**config.mk**
```make
export PLATFORM = sky130hd
export DESIGN_NAME = spi_tx_arbiter_flat
export DESIGN_NICKNAME = d
export VERILOG_FILES = /design/src/rtl/spi_tx_arbiter_if.sv /design/src/rtl/spi_tx_arbiter.sv /design/src/flat_wrapper.sv
export SDC_FILE = /design/constraint.sdc
export NUM_CORES = 1
export LEC_CHECK = 0
export CORE_ASPECT_RATIO = 0.9
export CORE_MARGIN = 1.5
export CORE_UTILIZATION = 28
export CTS_CLUSTER_SIZE = 14
export DETAILED_ROUTE_END_ITERATION = 10
export MAX_ROUTING_LAYER = met4
export PLACE_DENSITY_LB_ADDON = 0.25
export SLEW_MARGIN = 5
export SYNTH_ARGS = -nofsm -noshare
export SYNTH_HDL_FRONTEND = slang
export SYNTH_SLANG_ARGS = --single-unit
```
**constraint.sdc**
```tcl
create_clock -name SYS_CLK -period 3.5 [get_ports SYS_CLK]
set_clock_uncertainty 0.1 [all_clocks]
set_input_delay 0.35 -clock SYS_CLK [delete_from_list [all_inputs] [get_ports SYS_CLK]]
set_output_delay 0.35 -clock SYS_CLK [all_outputs]
set_load 0.02 [all_outputs]
```
**src/rtl/spi_tx_arbiter_if.sv**
```systemverilog
// Bundle between the per-channel word sources, the arbiter and the SPI serializer.
// The master side is the arbiter; the slave side is the sources plus serializer.
interface spi_tx_arbiter_if #(
  parameter int unsigned N_CH = 4
);
  localparam int unsigned IDW = $clog2(N_CH);

  logic [N_CH-1:0]    REQ;
  logic [16*N_CH-1:0] DATA_IN;
  logic [N_CH-1:0]    ACK;
  logic [15:0]        DATA;
  logic               ENA;
  logic               BUSY;
  logic [IDW-1:0]     GRANT_ID;
  logic               ACTIVE;
  logic               ERR;

  modport master (
    input  REQ, DATA_IN, BUSY,
    output ACK, DATA, ENA, GRANT_ID, ACTIVE, ERR
  );

  modport slave (
    output REQ, DATA_IN, BUSY,
    input  ACK, DATA, ENA, GRANT_ID, ACTIVE, ERR
  );
endinterface

```
**src/rtl/spi_tx_arbiter.sv**
```systemverilog
// Round-robin scheduler sharing one SPI serializer between N_CH word sources,
// with a start timeout for a serializer that never raises BUSY.
module spi_tx_arbiter #(
  parameter int unsigned N_CH     = 4,
  parameter int unsigned GAP      = 2,
  parameter int unsigned START_TO = 8
) (
  input  logic              SYS_CLK,
  input  logic              RST,
  spi_tx_arbiter_if.master  bus
);

  localparam int unsigned IDW = $clog2(N_CH);
  localparam int unsigned DW  = 16;
  localparam int unsigned TW  = 8;
  localparam int unsigned GW  = 4;

  typedef enum logic [2:0] {
    S_IDLE,
    S_LOAD,
    S_WAIT_START,
    S_WAIT_DONE,
    S_GAP
  } state_t;

  state_t          state;
  logic [IDW-1:0]  last;
  logic [IDW-1:0]  grant_id;
  logic [DW-1:0]   data;
  logic [N_CH-1:0] ack;
  logic            ena;
  logic            active;
  logic            err;
  logic [TW-1:0]   to_cnt;
  logic [GW-1:0]   gap_cnt;

  logic [IDW-1:0]  winner;
  logic [IDW-1:0]  idx;
  logic            any_req;
  logic [DW-1:0]   win_data;
  logic            gap_done;

  // First requester found searching upward from last+1, wrapping at N_CH
  always_comb begin
    winner  = last;
    any_req = 1'b0;
    idx     = '0;
    for (int unsigned i = 1; i <= N_CH; i++) begin
      idx = IDW'((32'(last) + i) % N_CH);
      if (!any_req && bus.REQ[idx]) begin
        winner  = idx;
        any_req = 1'b1;
      end
    end
  end

  always_comb begin
    win_data = '0;
    for (int unsigned k = 0; k < N_CH; k++) begin
      if (winner == IDW'(k)) win_data = bus.DATA_IN[DW*k +: DW];
    end
  end

  // GAP state always lasts at least one cycle, even with GAP = 0
  assign gap_done = ({1'b0, gap_cnt} + 5'd1) >= 5'(GAP);

  always_ff @(posedge SYS_CLK or negedge RST) begin
    if (!RST) begin
      state    <= S_IDLE;
      last     <= IDW'(N_CH - 1);
      grant_id <= '0;
      data     <= '0;
      ack      <= '0;
      ena      <= 1'b0;
      active   <= 1'b0;
      err      <= 1'b0;
      to_cnt   <= '0;
      gap_cnt  <= '0;
    end else begin
      ena <= 1'b0;
      ack <= '0;
      case (state)
        S_IDLE: begin
          if (any_req && !bus.BUSY) begin
            state    <= S_LOAD;
            data     <= win_data;
            grant_id <= winner;
            last     <= winner;
            ena      <= 1'b1;
            ack      <= N_CH'(1) << winner;
            active   <= 1'b1;
          end
        end
        S_LOAD: begin
          state  <= S_WAIT_START;
          to_cnt <= '0;
        end
        S_WAIT_START: begin
          // Only a BUSY rise counts as a start; the word is lost on timeout
          if (bus.BUSY) begin
            state <= S_WAIT_DONE;
          end else if (to_cnt == TW'(START_TO - 1)) begin
            err     <= 1'b1;
            state   <= S_GAP;
            gap_cnt <= '0;
          end else begin
            to_cnt <= to_cnt + 1'b1;
          end
        end
        S_WAIT_DONE: begin
          if (!bus.BUSY) begin
            state   <= S_GAP;
            gap_cnt <= '0;
          end
        end
        S_GAP: begin
          if (gap_done) begin
            state  <= S_IDLE;
            active <= 1'b0;
          end else begin
            gap_cnt <= gap_cnt + 1'b1;
          end
        end
        default: begin
          state  <= S_IDLE;
          active <= 1'b0;
        end
      endcase
    end
  end

  assign bus.ACK      = ack;
  assign bus.DATA     = data;
  assign bus.ENA      = ena;
  assign bus.GRANT_ID = grant_id;
  assign bus.ACTIVE   = active;
  assign bus.ERR      = err;

endmodule

```
**src/flat_wrapper.sv**
```systemverilog
// flat-port wrapper written by rule: the top's interface ports become plain ports
module spi_tx_arbiter_flat 
#(
  parameter int unsigned N_CH     = 4,
  parameter int unsigned GAP      = 2,
  parameter int unsigned START_TO = 8
)
  (SYS_CLK, RST, bus_REQ, bus_DATA_IN, bus_BUSY, bus_ACK, bus_DATA, bus_ENA, bus_GRANT_ID, bus_ACTIVE, bus_ERR);
  spi_tx_arbiter_if #(.N_CH(N_CH)) bus_i ();
  input  logic SYS_CLK;
  input  logic RST;
  input wire logic [$bits(bus_i.REQ)-1:0] bus_REQ;
  input wire logic [$bits(bus_i.DATA_IN)-1:0] bus_DATA_IN;
  input wire logic [$bits(bus_i.BUSY)-1:0] bus_BUSY;
  output wire logic [$bits(bus_i.ACK)-1:0] bus_ACK;
  output wire logic [$bits(bus_i.DATA)-1:0] bus_DATA;
  output wire logic [$bits(bus_i.ENA)-1:0] bus_ENA;
  output wire logic [$bits(bus_i.GRANT_ID)-1:0] bus_GRANT_ID;
  output wire logic [$bits(bus_i.ACTIVE)-1:0] bus_ACTIVE;
  output wire logic [$bits(bus_i.ERR)-1:0] bus_ERR;
  assign bus_i.REQ = bus_REQ;
  assign bus_i.DATA_IN = bus_DATA_IN;
  assign bus_i.BUSY = bus_BUSY;
  assign bus_ACK = bus_i.ACK;
  assign bus_DATA = bus_i.DATA;
  assign bus_ENA = bus_i.ENA;
  assign bus_GRANT_ID = bus_i.GRANT_ID;
  assign bus_ACTIVE = bus_i.ACTIVE;
  assign bus_ERR = bus_i.ERR;
  spi_tx_arbiter #(.N_CH(N_CH), .GAP(GAP), .START_TO(START_TO)) u_core (.SYS_CLK(SYS_CLK), .RST(RST), .bus(bus_i));
endmodule
```
# Yosys cells after proc, flatten, opt, wreduce, memory -nomap -nowiden
# Cells that the tools add are included.
# word_totals
reg_bits,42
output_inout_bits,25
word_cells,101
# classes
add_sub_neg,7
magnitude_cmp,5
n_eq_ne,16
shift,1
n_mux,41
bitwise,2
reduce_logical,19
# op_table
operator,count
2-to-1 mux 16 bit,4
2-to-1 mux 4 bit,6
2-to-1 mux 8 bit,2
case mux 8 bit (2 select lines),1
2-to-1 mux 3 bit,5
case mux 3 bit (5 select lines),1
less-than comparator 2 x 3 -> 1 bit (second input constant),4
2-to-1 mux 1 bit,12
case mux 4 bit (3 select lines),1
AND reduction 3 bit,3
adder 8 x 1 -> 8 bit (second input constant),1
binary-select mux 1 bit (select 2 bit),4
equality test 8 x 3 -> 1 bit (second input constant),1
2-to-1 mux 2 bit,4
!= test 2 bit (second input constant),4
equality test 3 x 2 -> 1 bit (second input constant),2
!= test 2 x 1 -> 1 bit (second input constant),3
adder 4 x 1 -> 5 bit (second input constant),1
>= comparator 5 x 2 -> 1 bit (second input constant),1
AND reduction 5 bit,1
adder 2 x 1 -> 2 bit (second input constant),2
adder 2 bit (second input constant),2
adder 4 x 1 -> 4 bit (second input constant),1
equality test 2 bit (second input constant),2
other kinds (16),23

# Logic depth before layout (Yosys ltp)
# Gate-level depths: netlist (run 1).
# depth
word_depth,18
depth_mapped,8

# Worst setup path after synthesis (run 1)
# No wires, ideal clock.
# synth_timing
path_type,input to register
start,input bus_REQ[1]
end,register u_core.data[5] (netlist: u_core.bus.DATA[5])
setup_time_ns,0.129
t_arrival_ns,1.683
required_time_ns,3.271
setup_slack_ns,1.588
stages,8
cell_sequence,buf_6 -> or4_4 -> nand2_4 -> inv_4 -> buf_6 -> and4_1 -> mux2i_1 -> nand3_1
# synth_via
elab_chain_cells,17
elab_cells_between_ends,32
# synth_lines
element,line,text
from (decl),flat_wrapper.sv:12,input wire logic [$bits(bus_i.REQ)-1:0] bus_REQ;
binary-select mux 1 bit (select 2 bit),spi_tx_arbiter.sv:50,if (!any_req && bus.REQ[idx]) begin
2-to-1 mux 1 bit (not written as such),spi_tx_arbiter.sv:50,
2-to-1 mux 1 bit,spi_tx_arbiter.sv:50,
logical NOT 1 bit,spi_tx_arbiter.sv:50,
logical AND 1 bit,spi_tx_arbiter.sv:50,
2-to-1 mux 1 bit,spi_tx_arbiter.sv:50,
logical NOT 1 bit,spi_tx_arbiter.sv:50,
logical AND 1 bit,spi_tx_arbiter.sv:50,
2-to-1 mux 1 bit,spi_tx_arbiter.sv:50,
logical NOT 1 bit,spi_tx_arbiter.sv:50,
logical AND 1 bit,spi_tx_arbiter.sv:50,
2-to-1 mux 2 bit,spi_tx_arbiter.sv:50,
logical NOT 2 bit,spi_tx_arbiter.sv:60,if (winner == IDW'(k)) win_data = bus.DATA_IN[DW*k +: DW];
2-to-1 mux 16 bit (4 in series),spi_tx_arbiter.sv:60,
to (signal assigned),spi_tx_arbiter.sv:86,data <= win_data;
to (decl),spi_tx_arbiter.sv:29,logic [DW-1:0] data;
# Several ways; a longest one is shown, not always the timed one. The select of a mux whose other input is x is not followed.
# A chain may end at the register's enable or synchronous reset.

# Worst setup path in the final report (run 1)
# layout_timing
start,input bus_REQ[1]
end,register u_core.data[8] (netlist: u_core.bus.DATA[8])
# The elaborated chain is that of the path after synthesis.

==> out/qor.yml, run 1 <==
run_status:
  outcome: "finished, final reports clean"
floorplanning:
  core_mm2: 0.00857
  ios: 96
  fp-row-count: 32
  initial_core_util_pct: 28.7
  die_h_um: 91.9
  dieArea_mm2: 0.00936
  chipWidth_um: 102
setup_path:
  start_kind: "input port"
  ff2ff_path_depth: 6
  max_stage_delay_ns: 0.71
  required_ns: 3.56
  crit_type: "input port to flop"
  r2r_setup_slack_ns: 1.27
  cp_slowest_cell: "or4_4"
  crit_chain: "clkdlybuf4s50_1 > or4_4 > nand2_4 > inv_4 > and4_1 > mux2i_1 > nand3_1"
  rr_endpoint: "u_core.bus.DATA[8]"
  critical_path_arrival_ns: 2.59
  regToRegStartpoint: "u_core.state[1]"
  crit_fanout: 26
  worst-path-buf-inv: 2
  crit_family: "simple AND/OR/NAND/NOR gates"
  cp-end-kind: "flop"
route:
  vias: 2332
  wl_per_cell_um: 15.7
  drt_iter0_drc: 179
  first_pass_iters: 4
  drc_errors: 0
  postRouteAntennaNets: 0
  viasPerCell: 4.97
  totalWireLength_um: 7380
sta:
  tightestPinTransition_ns: 0.949
  fin_crit_sh_pct: 72.3
  slew_headroom_pct: 36.7
  drv_slew: 0
  fmax_mhz: 395
  tns_ns: 0
  setup_viol: 0
  setup_slack_ns: 0.969
  grt_setup_unrepaired: "false"
  finalCriticalPeriod_ns: 2.53
  hold_viol: 0
run:
  maxCapViolations: 0
yosys:
  synthCells: 264
  ys.flop_type: "dfrtp_1"
  synth.yosys.warnings: 0
  yosys.cell_types.count: 50
  synth_compound_area_share_pct: 20.0
  post_synth_mux_area_share_pct: 4.53
  synth_xor_xnor_area_share_pct: 2.14
  syn_area_mm2: 0.00246
  async_reset_ff_share_pct: 100
  synth_edf_count: 0
  synth_top_family_by_area: "simple AND/OR/NAND/NOR gates"
  yosys.area_share.simple_pct: 23.7
  syn_avg_cell_area_um2: 9.32
  seq_area_frac_synth_pct: 42.8
  yosys.area_share.adder_pct: 1.53
  syn_nets: 338
  ys_seq_elements: 42
pwr:
  p_leak_nw: 1.49
  powerDensity_mw_per_mm2: 706
  fin_total_pwr_mw: 2.56
  max-vdd-ir-drop_uv: 311
grt:
  grt_overflow: 0
  use_met3_pct: 3.51
  grt.busiest_layer: "met2"
  grt_pass1_vias: 2350
  grt_util_all_layers_pct: 16.6
  grtUsageMet1_pct: 22.8
  antenna_found_initial: 0
  grt_pass1_wl_um: 11900
  grt_max_degree: 43
  use_met2_pct: 24.9
cts:
  cts_tree: "done"
  cts_setup_buffers: 0
  cts_resized: 0
  clkSinkCount: 42
  path_clk_slew_ns: 0.08
  cts_max_level: 2
  root_buffer: "clkbuf_8"
  clock_latency_ns: 0.29
  cts_buffers: 5
  cts_buffer_depth: 2
  hold_buffers: 0
min_path:
  hold_class: "input port to async pin"
place:
  hpwl_um: 5370
  portBuffers: 95
  place_ws_ns: 0.687
  routabilityCongestion: 0.858
cells_and_area:
  final_common_cell: "clkdlybuf4s50_1"
  layout-drive-gt1-share_pct: 7.71
  fin_nets: 423
  final_cell_mix: "clkdlybuf4s50_1 (94), dfrtp_1 (40), nand3_1 (29)"
  antenna-diode-count: 0
  area_delta_synth_final_pct: 47.6
cells in the mapped netlist (all sizes together) (2+ instances only):
master   number  area [µm²]
nor3          7        40.0
or4           2        18.8
buf          13        80.1
nand2b        3        18.8
nand4bb       2        22.5
a31o          2        17.5
a22oi        17         128
and3          3        18.8
inv           5        21.3
and2          3        18.8
nand3        29         145
xor2          5        43.8
nand2        15        63.8
dfstp         2        52.6
ha            3        37.5
and4          9        78.8
o22ai         8        50.1
o21a          3        22.5
a21oi        21         120
a31oi         2        12.5
nor2         20        75.1
mux2i        10         100
nand4         2        12.5
a21boi        2        15.0
clkbuf        8        30.0
o21ai         8        40.0
o31ai         6        45.0
dfrtp        40        1000
layout make-up:
type                    count  area [µm²]
clock buffers               6        82.6
inverters                   5        21.3
fillers                   886        4940
multi-input cells         196        1290
well taps                 119         149
clock inverters             2        60.1
flip-flops and latches     42        1050
repair buffers             99         976
registers in the layout, summed over array words and instances (netlist names), 2 cells and up:
| register | cells |
|---|---|
| u_core.to_cnt | 8 |
| u_core.state | 3 |
| u_core.bus.GRANT_ID | 2 |
| u_core.last | 2 |
| u_core.bus.DATA | 16 |
| u_core.gap_cnt | 4 |
| u_core.bus.ACK | 4 |
layer usage:
| metal | part of all wire, % | vias to the layer above |
|---|---|---|
| met5 | 0 | - |
| met4 | 1.4 | 0 |
| met3 | 6.7 | 6 |
| met2 | 44 | 85 |
| met1 | 48 | 1092 |
| li1 | - | 1149 |
cells by family after synthesis:
family	after synthesis
muxes	11
AOI/OAI and AO/OA	74
xor gates and xnor gates	6
adders and majority gates	3
and+or+nand+nor	102
buffers and inverters	26
DFF	42
worst max path at each step:
stage,depth (start not counted),endpoint,startpoint
after floorplan,8,u_core.bus.DATA[5],bus_REQ[1]
after global placement,7,u_core.bus.DATA[5],bus_REQ[1]
after detailed placement,7,u_core.bus.DATA[8],bus_REQ[1]
after CTS,7,u_core.bus.DATA[8],bus_REQ[1]
after global routing,7,u_core.bus.DATA[8],bus_REQ[1]
final,7,u_core.bus.DATA[8],bus_REQ[1]
through the flow:
| step | instances | cell area (µm²) | hold WS, ns | utilization (%) |
|---|---|---|---|---|
| after global routing | 469 | 3630 | 0.184 | 42.4 |
| after detailed placement | 461 | 3490 | 0.358 | 40.7 |
| after CTS | 469 | 3630 | 0.139 | 42.4 |
| after global placement | 461 | 3490 | 0.349 | 40.7 |
| final | 469 | 3630 | 0.0998 | 42.4 |
| after floorplan | 264 | 2460 | -0.0456 | - |
worst register-to-register path, delay by kind of cell, from the launching register on:
| family | cells | cell delay (ns) |
|---|---|---|
| flops | 1 | 0.50 |
| buf+inv | 1 | 0.22 |
| compound gates | 2 | 0.69 |
| simple gates | 3 | 0.64 |
power breakdown:
part           leakage [nW]  switching, mW  total, mW  internal (mW)
Combinational         0.886          0.685       1.27          0.582
Sequential            0.537          0.163      0.822          0.659
Clock                0.0714          0.170      0.475          0.304
Power figures use the tool's default switching activity.
==> run 2, diff against run 1 <==
Clock period 3.5 ns to 2.2 ns, I/O delays scaled along.
==> out/qor.yml, run 2 (same netlist as run 1, synthesis figures left out) <==
cts:
  root_buffer: "clkbuf_8"
  cts_buffer_depth: 2
  clkSinkCount: 42
  cts_buffers: 5
  cts_setup_buffers: 0
  clock_latency_ns: 0.29
  cts_tree: "done"
  path_clk_slew_ns: 0.08
  cts_resized: 0
  hold_buffers: 1
  cts_max_level: 2
setup_path:
  crit_type: "flop to flop"
  critical_path_arrival_ns: 2.09
  worst-path-buf-inv: 1
  cp_slowest_cell: "dfstp_2"
  crit_chain: "nand2b_1 > a21oi_1 > nor3_4 > buf_4 > o22ai_1 > o31ai_1"
  required_ns: 2.30
  crit_fanout: 13
  max_stage_delay_ns: 0.65
  cp-end-kind: "flop"
  crit_family: "flip-flops"
  start_kind: "flop"
sta:
  grt_setup_unrepaired: "false"
  slew_headroom_pct: 60.2
  setup_viol: 0
  fin_crit_sh_pct: 90.5
  fmax_mhz: 502
  drv_slew: 0
  whs_ns: 0.368
  tightestPinTransition_ns: 0.596
  hold_viol: 0
  finalCriticalPeriod_ns: 1.99
floorplanning:
  ios: 96
  dieArea_mm2: 0.00936
  initial_core_util_pct: 28.7
  die_h_um: 91.9
  fp-row-count: 32
  core_mm2: 0.00857
  chipWidth_um: 102
route:
  postRouteAntennaNets: 0
  wl_per_cell_um: 15.1
  viasPerCell: 4.93
  drc_errors: 0
  totalWireLength_um: 7340
  vias: 2398
  drt_iter0_drc: 132
  first_pass_iters: 5
cells_and_area:
  layout-drive-gt1-share_pct: 11.4
  largest_register_ffs: 16
  antenna-diode-count: 0
  final_common_cell: "clkdlybuf4s50_1"
  postLayoutCellArea_mm2: 0.00374
  fill_cells: 877
  final_cell_mix: "clkdlybuf4s50_1 (94), dfrtp_1 (40), nand3_1 (29)"
  fin_nets: 441
  area_delta_synth_final_pct: 52.1
grt:
  grt_overflow: 0
  grt_util_all_layers_pct: 16.6
  antenna_found_initial: 0
  grt_max_degree: 26
  grt_pass1_vias: 2400
  grt_pass1_wl_um: 11800
pwr:
  fin_total_pwr_mw: 3.93
  powerDensity_mw_per_mm2: 1050
  p_leak_nw: 1.56
  max-vdd-ir-drop_uv: 392
min_path:
  hold_class: "input port to async pin"
place:
  routabilityCongestion: 0.887
  placed_cell_area_mm2: 0.00365
  portBuffers: 95
  hpwl_um: 5520
run_status:
  outcome: "finished, final reports clean"
run:
  maxCapViolations: 0
==> run 2: cell types whose count changed in the layout (fill, tap and decap cells not counted), sizes merged <==
cell / change
dlygate4sd3: +1
clkinvlp: +1
bufinv: -2
buf: +17
==> run 2: layout make-up <==
class	instances	area, µm²	share of cell area [%]
Multi-Input combinational cell	196	1290	34.4
Timing Repair Buffer	117	1150	30.8
Sequential cell	42	1050	28.2
Tap cell	119	149	3.98
Clock buffer	6	72.6	1.94
Inverter	5	21.3	0.568
Clock inverter	1	7.51	0.201
==> run 2: metal layers <==
metal | part of all wire, % | global-route usage [%] | wire length (µm)
met1 | 47 | 22.9 | 3480
met2 | 43 | 24.9 | 3190
met5 | 0 | - | 0
met4 | 1.6 | 4.63 | 118
met3 | 7.6 | 3.28 | 557
==> run 2: through the flow <==
step	cells	TNS, ns	setup slack [ns]	util [%]
3_5_place_dp	478	-0.616	-0.0542	42.6
2_1_floorplan	264	0	0.328	-
3_3_place_gp	478	-0.00513	-0.00455	42.6
5_1_grt	486	0	0.0484	43.7
4_1_cts	486	0	0.188	43.7
6_report	486	0	0.209	43.7
==> run 2: path summary, 6_finish.rpt <==
kind,start,end,slack (ns),cells past startpoint
worst max-delay path,u_core.last[1],u_core.bus.DATA[13],0.21,6
worst min-delay path,RST,u_core.bus.DATA[3],0.37,2
worst max register to register,u_core.last[1],u_core.bus.DATA[13],0.21,6
worst min register to register,u_core.bus.ERR,u_core.bus.ERR,0.37,1
max in group asynchronous,RST,u_core.bus.DATA[9],1.06,3
min in group SYS_CLK,u_core.bus.ERR,u_core.bus.ERR,0.37,1
==> run 2: power breakdown <==
group          internal, mW  leakage (nW)  switching (mW)
sequential             1.05         0.537           0.250
combinational          1.04         0.987            1.11
clock                 0.218        0.0373           0.262
==> run 3, diff against run 2 <==
Settings changed: CORE_UTILIZATION 28 to 40, SETUP_SLACK_MARGIN set to 0.15.
==> out/qor.yml, run 3 (same netlist as run 1, synthesis figures left out) <==
cells_and_area:
  fin_nets: 440
  multiInputGateArea_mm2: 0.00129
  fill_cells: 517
  finalNonFillerCells: 437
  final_common_cell: "clkdlybuf4s50_1"
  largest_register_ffs: 16
  area_delta_synth_final_pct: 50.8
  antenna-diode-count: 0
  register_area_mm2: 0.00105
  layout-drive-gt1-share_pct: 11.4
  final_cell_mix: "clkdlybuf4s50_1 (94), dfrtp_1 (40), nand3_1 (29)"
  postLayoutCellArea_mm2: 0.00371
setup_path:
  start_kind: "input port"
  crit_fanout: 9
  cp_slowest_cell: "clkdlybuf4s50_1"
  r2r_setup_slack_ns: 0.25
  critical_path_arrival_ns: 2.08
  required_ns: 2.33
  crit_chain: "clkdlybuf4s50_1 > or3b_2 > a31o_2 > a21oi_4 > buf_4 > a22oi_1 > nand3_1"
  max_stage_delay_ns: 0.62
  crit_start: "bus_REQ[3]"
  crit_type: "input port to flop"
  rr_endpoint: "u_core.bus.DATA[8]"
  cp-end-kind: "flop"
  regToRegStartpoint: "u_core.state[1]"
  setup.worst_path.end: "u_core.bus.DATA[0]"
  ff2ff_path_depth: 5
floorplanning:
  die_h_um: 77.4
  ios: 96
  chipWidth_um: 85.7
  initial_core_util_pct: 42.5
  core_mm2: 0.00579
  dieArea_mm2: 0.00663
  fp-row-count: 26
place:
  routabilityCongestion: 0.892
  placed_cell_area_mm2: 0.00357
  place_inst: 427
  portBuffers: 95
  place_ws_ns: -0.0640
  hpwl_um: 5370
sta:
  finalCriticalPeriod_ns: 1.95
  tns_ns: 0
  fmax_mhz: 512
  drv_slew: 0
  fin_crit_sh_pct: 88.7
  hold_viol: 0
  slew_headroom_pct: 54.8
  grt_setup_unrepaired: "true"
  tightestPinTransition_ns: 0.678
  setup_slack_ns: 0.248
  setup_viol: 0
pwr:
  power_frac_comb_pct: 52.7
  p_leak_nw: 1.58
  clock_power_share_pct: 15.7
  powerDensity_mw_per_mm2: 1110
  max-vdd-ir-drop_uv: 499
  power_report.internal_total_mw: 2.47
  seqPwrFrac_pct: 31.6
  power.switching_mw: 1.65
  switching_share_pct: 40.0
route:
  drt_iter0_drc: 135
  wl_per_cell_um: 16.6
  vias: 2462
  postRouteAntennaNets: 0
  drc_errors: 9
  first_pass_iters: 8
  totalWireLength_um: 7240
  viasPerCell: 5.63
grt:
  grt_max_degree: 29
  grt_util_all_layers_pct: 22.7
  grt_pass1_vias: 2456
  grt_pass1_wl_um: 11500
  antenna_found_initial: 0
  grt_overflow: 0
cts:
  clkSinkCount: 42
  path_clk_slew_ns: 0.08
  clock_latency_ns: 0.30
  root_buffer: "clkbuf_8"
  cts_buffers: 5
  cts_buffer_depth: 2
  cts_tree: "done"
  cts_max_level: 2
run_status:
  outcome: "finished with violations"
  violations: "DRC"
min_path:
  hold_class: "input port to async pin"
run:
  maxCapViolations: 0
run 3: cell types whose count changed in the layout (fill, tap and decap cells not counted):
cell / change
clkinvlp_4: -1
buf_4: -1
nor3_2: +1
nor3_1: -1
bufinv_16: +1
a31oi_2: -1
clkbuf_8: +1
a31oi_1: +1
run 3: through the flow:
| step | power (mW) | utilization [%] | hold WS (ns) |
|---|---|---|---|
| 2_1_floorplan | 2.54 | - | -0.176 |
| 3_3_place_gp | 3.40 | 61.6 | 0.182 |
| 3_5_place_dp | 3.46 | 61.6 | 0.198 |
| 4_1_cts | 4.10 | 63.8 | 0.383 |
| 5_1_grt | 4.38 | 64.0 | 0.400 |
| 6_report | 4.12 | 64.0 | 0.377 |
run 3: cell type report:
cell class	instances	share of cell area (%)
clock buffers	7	2.33
well taps	70	2.36
flip-flops and latches	42	28.4
repair buffers	116	30.8
inverters	5	0.574
multi-input cells	196	34.7
clock inverters	1	0.810
run 3: timing repair:
action                                  in CTS  in global routing
endpoints found under the hold margin       24                  0
hold buffers                                 1                  0
buffers inserted                             0                  1
gates resized for setup                      0                  1
endpoints found under the setup margin       0                 14
run 3: routing by layer:
metal / vias to the layer above / wire, µm / track usage, %
li1: 1185 / - / -
met1: 1152 / 3100 / 29.0
met2: 121 / 3350 / 36.1
met3: 4 / 758 / 6.06
met4: 0 / 33 / 5.16
met5: - / 0 / -
run 3: how the worst min path moves through the flow:
stage / cells past startpoint / slack [ns] / endpoint
5_1_grt: 1 / 0.40 / u_core.bus.ERR
6_report: 2 / 0.38 / u_core.gap_cnt[2]
3_5_place_dp: 1 / 0.20 / u_core.gap_cnt[2]
4_1_cts: 1 / 0.38 / u_core.bus.ERR
2_1_floorplan: 0 / -0.18 / u_core.bus.ACK[0]
3_3_place_gp: 1 / 0.18 / u_core.gap_cnt[2]
run 3: critical path: cells and delay by family:
| kind | cells | cell delay, ns |
|---|---|---|
| AOI/OAI and AO/OA | 3 | 0.49 |
| buffers and inverters | 2 | 0.79 |
| and+or+nand+nor | 2 | 0.58 |
run 3: power by group through the flow:
stage                     clock, mW  sequential [mW]  combinational (mW)
after CTS                     0.649             1.30                2.16
after floorplan                   0             1.41                1.13
final                         0.648             1.30                2.17
after global routing          0.687             1.35                2.35
after detailed placement          0             1.31                2.15
after global placement            0             1.31                2.10
==> RTL edit 1: new RTL, flow settings as in run 3 <==
`N_CH` is set to 4 in 3 places; all go to 8.
--- a/src/rtl/spi_tx_arbiter_if.sv
+++ b/src/rtl/spi_tx_arbiter_if.sv
@@ -1,7 +1,7 @@
 // Bundle between the per-channel word sources, the arbiter and the SPI serializer.
 // The master side is the arbiter; the slave side is the sources plus serializer.
 interface spi_tx_arbiter_if #(
-  parameter int unsigned N_CH = 4
+  parameter int unsigned N_CH = 8
 );
   localparam int unsigned IDW = $clog2(N_CH);
 
--- a/src/rtl/spi_tx_arbiter.sv
+++ b/src/rtl/spi_tx_arbiter.sv
@@ -1,7 +1,7 @@
 // Round-robin scheduler sharing one SPI serializer between N_CH word sources,
 // with a start timeout for a serializer that never raises BUSY.
 module spi_tx_arbiter #(
-  parameter int unsigned N_CH     = 4,
+  parameter int unsigned N_CH     = 8,
   parameter int unsigned GAP      = 2,
   parameter int unsigned START_TO = 8
 ) (
--- a/src/flat_wrapper.sv
+++ b/src/flat_wrapper.sv
@@ -1,7 +1,7 @@
 // flat-port wrapper written by rule: the top's interface ports become plain ports
 module spi_tx_arbiter_flat 
 #(
-  parameter int unsigned N_CH     = 4,
+  parameter int unsigned N_CH     = 8,
   parameter int unsigned GAP      = 2,
   parameter int unsigned START_TO = 8
 )
Interface: changed (resized bus_ACK, bus_DATA_IN, bus_GRANT_ID and bus_REQ); port bits go from 96 to 169. The function was not compared with the original's and may differ.
==> RTL edit 1 against run 3 <==
The flow finishes with violations (setup timing). Core utilization increased by 8.0 points. First-iteration DRC count increased by 110%. Sequential cell count grew 6. Final area increased by 110%. Area after synthesis up 80%. Maximum frequency down 46%. Final cell count up 110%. Wire length increased by 130%. Setup slack lost 1.6 ns. Sequential share of layout area decreased by 13 points.
Power is left out: the tool's default activity adds up to more than one toggle a clock period on the data nets, which glitch-free logic cannot reach.
==> RTL edit 1: results (changes against run 3) <==
stage,metric,value,unit,change
global_routing,met2 GRT Util,0.488,,+0.127
yosys,yosys warns,0,,unchanged
cells_and_area,diodes inserted,0,,unchanged
cells_and_area,fill cell count,771,,+49%
sta,Final setup viols,33,,+33
global_routing,vias in the first global route,5337,,+120%
cts,H-tree Lvls,2,,unchanged
outcome,failing checks,setup timing,,
drt,DRT Pass-1 Iters,5,,-3
global_routing,grt total ovfl,0,,unchanged
cts,"Reg clk slew, reported paths",0.07,ns,
place,cell area after placement,6900,sq um,+93%
hold_path,WHS Path Cells,1,,
yosys,Post-synth top cells,"nand2_1, dfrtp_1, nor2_1, a211oi_1, mux2i_1",,
global_routing,initial antenna violation count,0,,unchanged
outcome,status,"finished, violations left",,
global_routing,M1 GR Usage,0.347,,+0.0563
drt,initial DRC count,281,,+110%
global_routing,largest net degree at the start of global routing,36,,+24%
cells_and_area,Largest register FFs,16,,unchanged
hold_path,HP Start,u_core.bus.ERR,,
drt,Vias,5306,,+120%
place,IO buf count,168,,+77%
cts,CTS Buf Count,5,,unchanged
cells_and_area,final-stage net count,921,,+110%
yosys,synth top area cells,"dfrtp_1, nand2_1, mux2i_1",,
place,GP Congestion,0.954,,+6.9%
global_routing,met3 usage in global routing,0.0435,,-0.0171
global_routing,first-pass GRT wire length,25600,um,+120%
setup_path,Worst Path Max Fanout,11,,+2
cts,Skew-Pair Late Insertion Delay,0.29,ns,
yosys,Async SR Flop Fraction,1.00,,unchanged
setup_path,Worst Setup SP,u_core.last[0],,
cts,CTS Buffer Depth,2,,unchanged
global_routing,Overall Global Routing Usage,0.283,,+0.0565
cts,CTS root buffer,clkbuf_16,,
yosys,Netlist cell types,67,,+34%
sta,Worst Tran Pin Value,0.619,ns,-0.0591 ns
drt,wire per inst,18.2,um,+10%
setup_path,critical path arrival,3.66,ns,+1.58 ns
cells_and_area,layout cells sized above 1,0.303,,+0.189
place,dpl hpwl,12200,um,+130%
yosys,"Net Count, Synth",661,,+96%
setup_path,Worst R2R Start,u_core.last[0],,
yosys,register area share after synthesis,0.273,,-0.156
setup_path,R2R depth,13,,+8
hold_path,hold crit path type,flip-flop to flip-flop,,
sta,Setup WS post-layout,-1.39,ns,-1.63 ns
## RTL edit 1: cell type report
cell class / count / area [sq um] / area share
clock buffers: 5 / 125 / 0.0161
clock inverters: 3 / 68.8 / 0.00884
inverters: 11 / 58.8 / 0.00755
multi-input cells: 416 / 3300 / 0.424
flip-flops and latches: 48 / 1200 / 0.155
well taps: 133 / 166 / 0.0214
repair buffers: 295 / 2860 / 0.368
## RTL edit 1: routing by layer
| metal | routed length (um) | share of wire |
|---|---|---|
| met5 | 0 | 0 |
| met2 | 8580 | 0.52 |
| met1 | 6810 | 0.41 |
| met4 | 210 | 0.013 |
| met3 | 1020 | 0.061 |
## RTL edit 1: path summary, 6_finish.rpt
| kind | slack, ns | endpoint |
|---|---|---|
| setup / recovery | -1.39 | u_core.bus.DATA[14] |
| hold / removal | 0.37 | u_core.bus.ERR |
| setup reg to reg | -1.39 | u_core.bus.DATA[14] |
| hold reg to reg | 0.37 | u_core.bus.ERR |
| max in group asynchronous | 1.06 | u_core.gap_cnt[1] |
| min in group asynchronous | 0.38 | u_core.bus.ENA |
## RTL edit 1: critical path: stages, from the launching register on
cell and delay (ns):
dfstp_2 0.63, clkinv_8 0.07, ha_4 0.31, mux4_2 0.41, mux2_4 0.32, o32ai_4 0.26, a311o_1 0.22, a211o_1 0.20
nand3_4 0.12, buf_12 0.17, buf_4 0.13, nand3_1 0.08, a31oi_1 0.09, or3_1 0.37
## RTL edit 1: stage by stage
step / setup WS, ns / setup TNS [ns] / cells / util
2_1_floorplan: -1.70 / -43.45 / 517 / -
3_3_place_gp: -1.38 / -38.26 / 870 / 0.638
3_5_place_dp: -1.47 / -40.45 / 870 / 0.638
4_1_cts: -1.35 / -37.28 / 902 / 0.702
5_1_grt: -1.52 / -44.11 / 911 / 0.720
6_report: -1.39 / -40.52 / 911 / 0.720
## RTL edit 1: cells by family (layout without fill, tap and decap cells)
kind of cell | count (synthesis) | after routing | share of synthesized area
flops | 48 | 48 | 0.273
compound gates | 142 | 142 | 0.253
xor+xnor | 11 | 11 | 0.0235
mux | 51 | 51 | 0.151
simple gates | 207 | 207 | 0.225
fa+ha+maj | 5 | 5 | 0.0142
buf+inv | 53 | 314 | 0.0606
## RTL edit 1: what timing repair did
action                                 in CTS  in global routing
gates resized for setup                    71                 22
pin swaps                                  21                 17
setup endpoints to repair                  35                 38
gates cloned                                1                  1
hold buffers                                1                  0
endpoints found under the hold margin      19                  0
buffers inserted                           22                  8
==> RTL edit 2: new RTL, settings of run 3 <==
Made on the original files. Re-encode `state_t` (5 states) as one-hot, 5 bits wide.
--- a/src/rtl/spi_tx_arbiter.sv
+++ b/src/rtl/spi_tx_arbiter.sv
@@ -15,12 +15,12 @@
   localparam int unsigned TW  = 8;
   localparam int unsigned GW  = 4;
 
-  typedef enum logic [2:0] {
-    S_IDLE,
-    S_LOAD,
-    S_WAIT_START,
-    S_WAIT_DONE,
-    S_GAP
+  typedef enum logic [4:0] {
+    S_IDLE       = 5'b00001,
+    S_LOAD       = 5'b00010,
+    S_WAIT_START = 5'b00100,
+    S_WAIT_DONE  = 5'b01000,
+    S_GAP        = 5'b10000
   } state_t;
 
   state_t          state;
Function: no difference found for any inputs over 4 cycles, from zero or initial values and one cycle with RST low; so few cycles prove little.
==> RTL edit 2 against run 3 <==
Non-clock buffer count up 13. Sequential cell count up 2. Area after synthesis down 2.3%. Final area up 5.5%. Setup slack worse by 0.18 ns. Clock power down 25%. Wire length up 1.7%. Total power up 7.5%. Synthesized cell count down 7.2%.
==> RTL edit 2: results (changes against run 3) <==
stage,metric,value,unit,change
global_routing,first-pass GRT wire length,11200,um,-3.1%
hold_path,hold crit path type,primary input to async pin,,
sta,fin. max-slew vios,0,,unchanged
global_routing,largest net degree at the start of global routing,22,,-24%
setup_path,reg2reg setup slack,0.07,ns,-0.18 ns
setup_path,CP Class,flip-flop to flip-flop,,
global_routing,initial antenna violation count,0,,unchanged
cells_and_area,Largest register FFs,16,,unchanged
setup_path,Worst R2R Start,u_core.gap_cnt[1],,
global_routing,vias in the first global route,2271,,-7.5%
yosys,proportion of synthesized area in mux cells,0.0708,,+0.0256
outcome,status,"finished, final reports clean",,
pwr,comb pwr,2.65,mW,+22%
sta,final hold slack,0.163,ns,-0.215 ns
cells_and_area,diodes inserted,0,,unchanged
cts,"Reg clk slew, reported paths",0.08,ns,about the same
setup_path,R2R depth,7,,+2
yosys,Post-synth top cells,"dfrtp_1, nor2_1, mux2i_1, nand2_1",,
global_routing,Overall Global Routing Usage,0.224,,-0.00277
yosys,Synth Area in Adders,0.0156,,+0.000366
cells_and_area,layout cells sized above 1,0.197,,+0.0829
drt,initial DRC count,107,,-21%
yosys,"Net Count, Synth",319,,-5.6%
setup_path,Crit-path slowest cell,or4_4,,
cts,CTS Buf Count,5,,unchanged
drt,Vias,2367,,-3.9%
sta,Slew headroom,0.705,,+0.157
pwr,worst vdd ir,0.793,mV,+59%
cells_and_area,final-stage net count,444,,+0.91%
pwr,Lkg Pwr,1.71,nW,+8.6%
place,dpl hpwl,5320,um,-1.0%
pwr,Internal Power,2.66,mW,+7.8%
cts,CTS Buffer Depth,2,,unchanged
cts,CTS root buffer,clkbuf_8,,
yosys,Compound-Gate Fraction of Synth Area,0.172,,-0.0280
yosys,register area share after synthesis,0.460,,+0.0316
yosys,Netlist cell types,47,,-6.0%
place,GP Congestion,0.931,,+4.3%
setup_path,Worst Path Max Fanout,5,,-4
setup_path,Max stage delay on crit path,0.43,ns,-0.19 ns
drt,wire per inst,16.7,um,+0.98%
cts,Skew-Pair Late Insertion Delay,0.29,ns,
yosys,Post-Synth XOR/XNOR Area,0.0219,,+0.000512
drt,DRT Pass-1 Iters,4,,-4
pwr,clock group total power,0.489,mW,-25%
yosys,synth top area cells,"dfrtp_1, mux2i_1, nor2_1",,
setup_path,worst r2r dst,u_core.gap_cnt[0],,
[RTL edit 2: routing by layer]
metal | vias to the layer above | global-route usage | share of wire
li1 | 1142 | - | -
met1 | 1143 | 0.300 | 0.43
met2 | 74 | 0.348 | 0.50
met3 | 8 | 0.0390 | 0.050
met4 | 0 | 0.0694 | 0.012
met5 | - | - | 0
[RTL edit 2: critical path: cells and delay by family (launching register included)]
family                   cells  cell delay, ns
AO/OA/AOI/OAI                3            0.75
adder cells (fa/ha/maj)      1            0.27
flip-flops                   1            0.37
AND/OR/NAND/NOR              2            0.48
buffers and inverters        1            0.05
[RTL edit 2: logic make-up (layout without fill, tap and decap cells)]
logic type / count (synthesis) / count (layout)
simple gates: 94 / 95
compound gates: 58 / 58
flops: 44 / 44
buf+inv: 23 / 147
mux: 17 / 17
xor+xnor: 6 / 6
fa+ha+maj: 3 / 3
[RTL edit 2: what timing repair did]
item | 4_1_cts | 5_1_grt
endpoints found under the hold margin | 43 | 0
hold buffers | 1 | 0
pin swaps | 5 | 15
gates cloned | 1 | 1
resized for setup | 3 | 24
setup buffers | 2 | 7
endpoints found under the setup margin | 23 | 23
[RTL edit 2: layout make-up]
class / instances / area, sq um
fillers: 442 / 1810
multi-input cells: 179 / 1320
repair buffers: 129 / 1270
flip-flops and latches: 44 / 1100
well taps: 70 / 87.6
clock buffers: 5 / 68.8
inverters: 11 / 46.3
clock inverters: 2 / 12.5
[RTL edit 2: metrics by stage]
stage	cell area, sq um	cells	power [mW]	setup WS, ns
floorplan	2420	245	2.57	0.162
global placement	3590	421	3.52	0.0734
detailed placement	3590	421	3.56	-0.00506
CTS	3720	432	4.11	0.115
global route	3910	440	4.67	-0.00382
finish	3910	440	4.43	0.0708
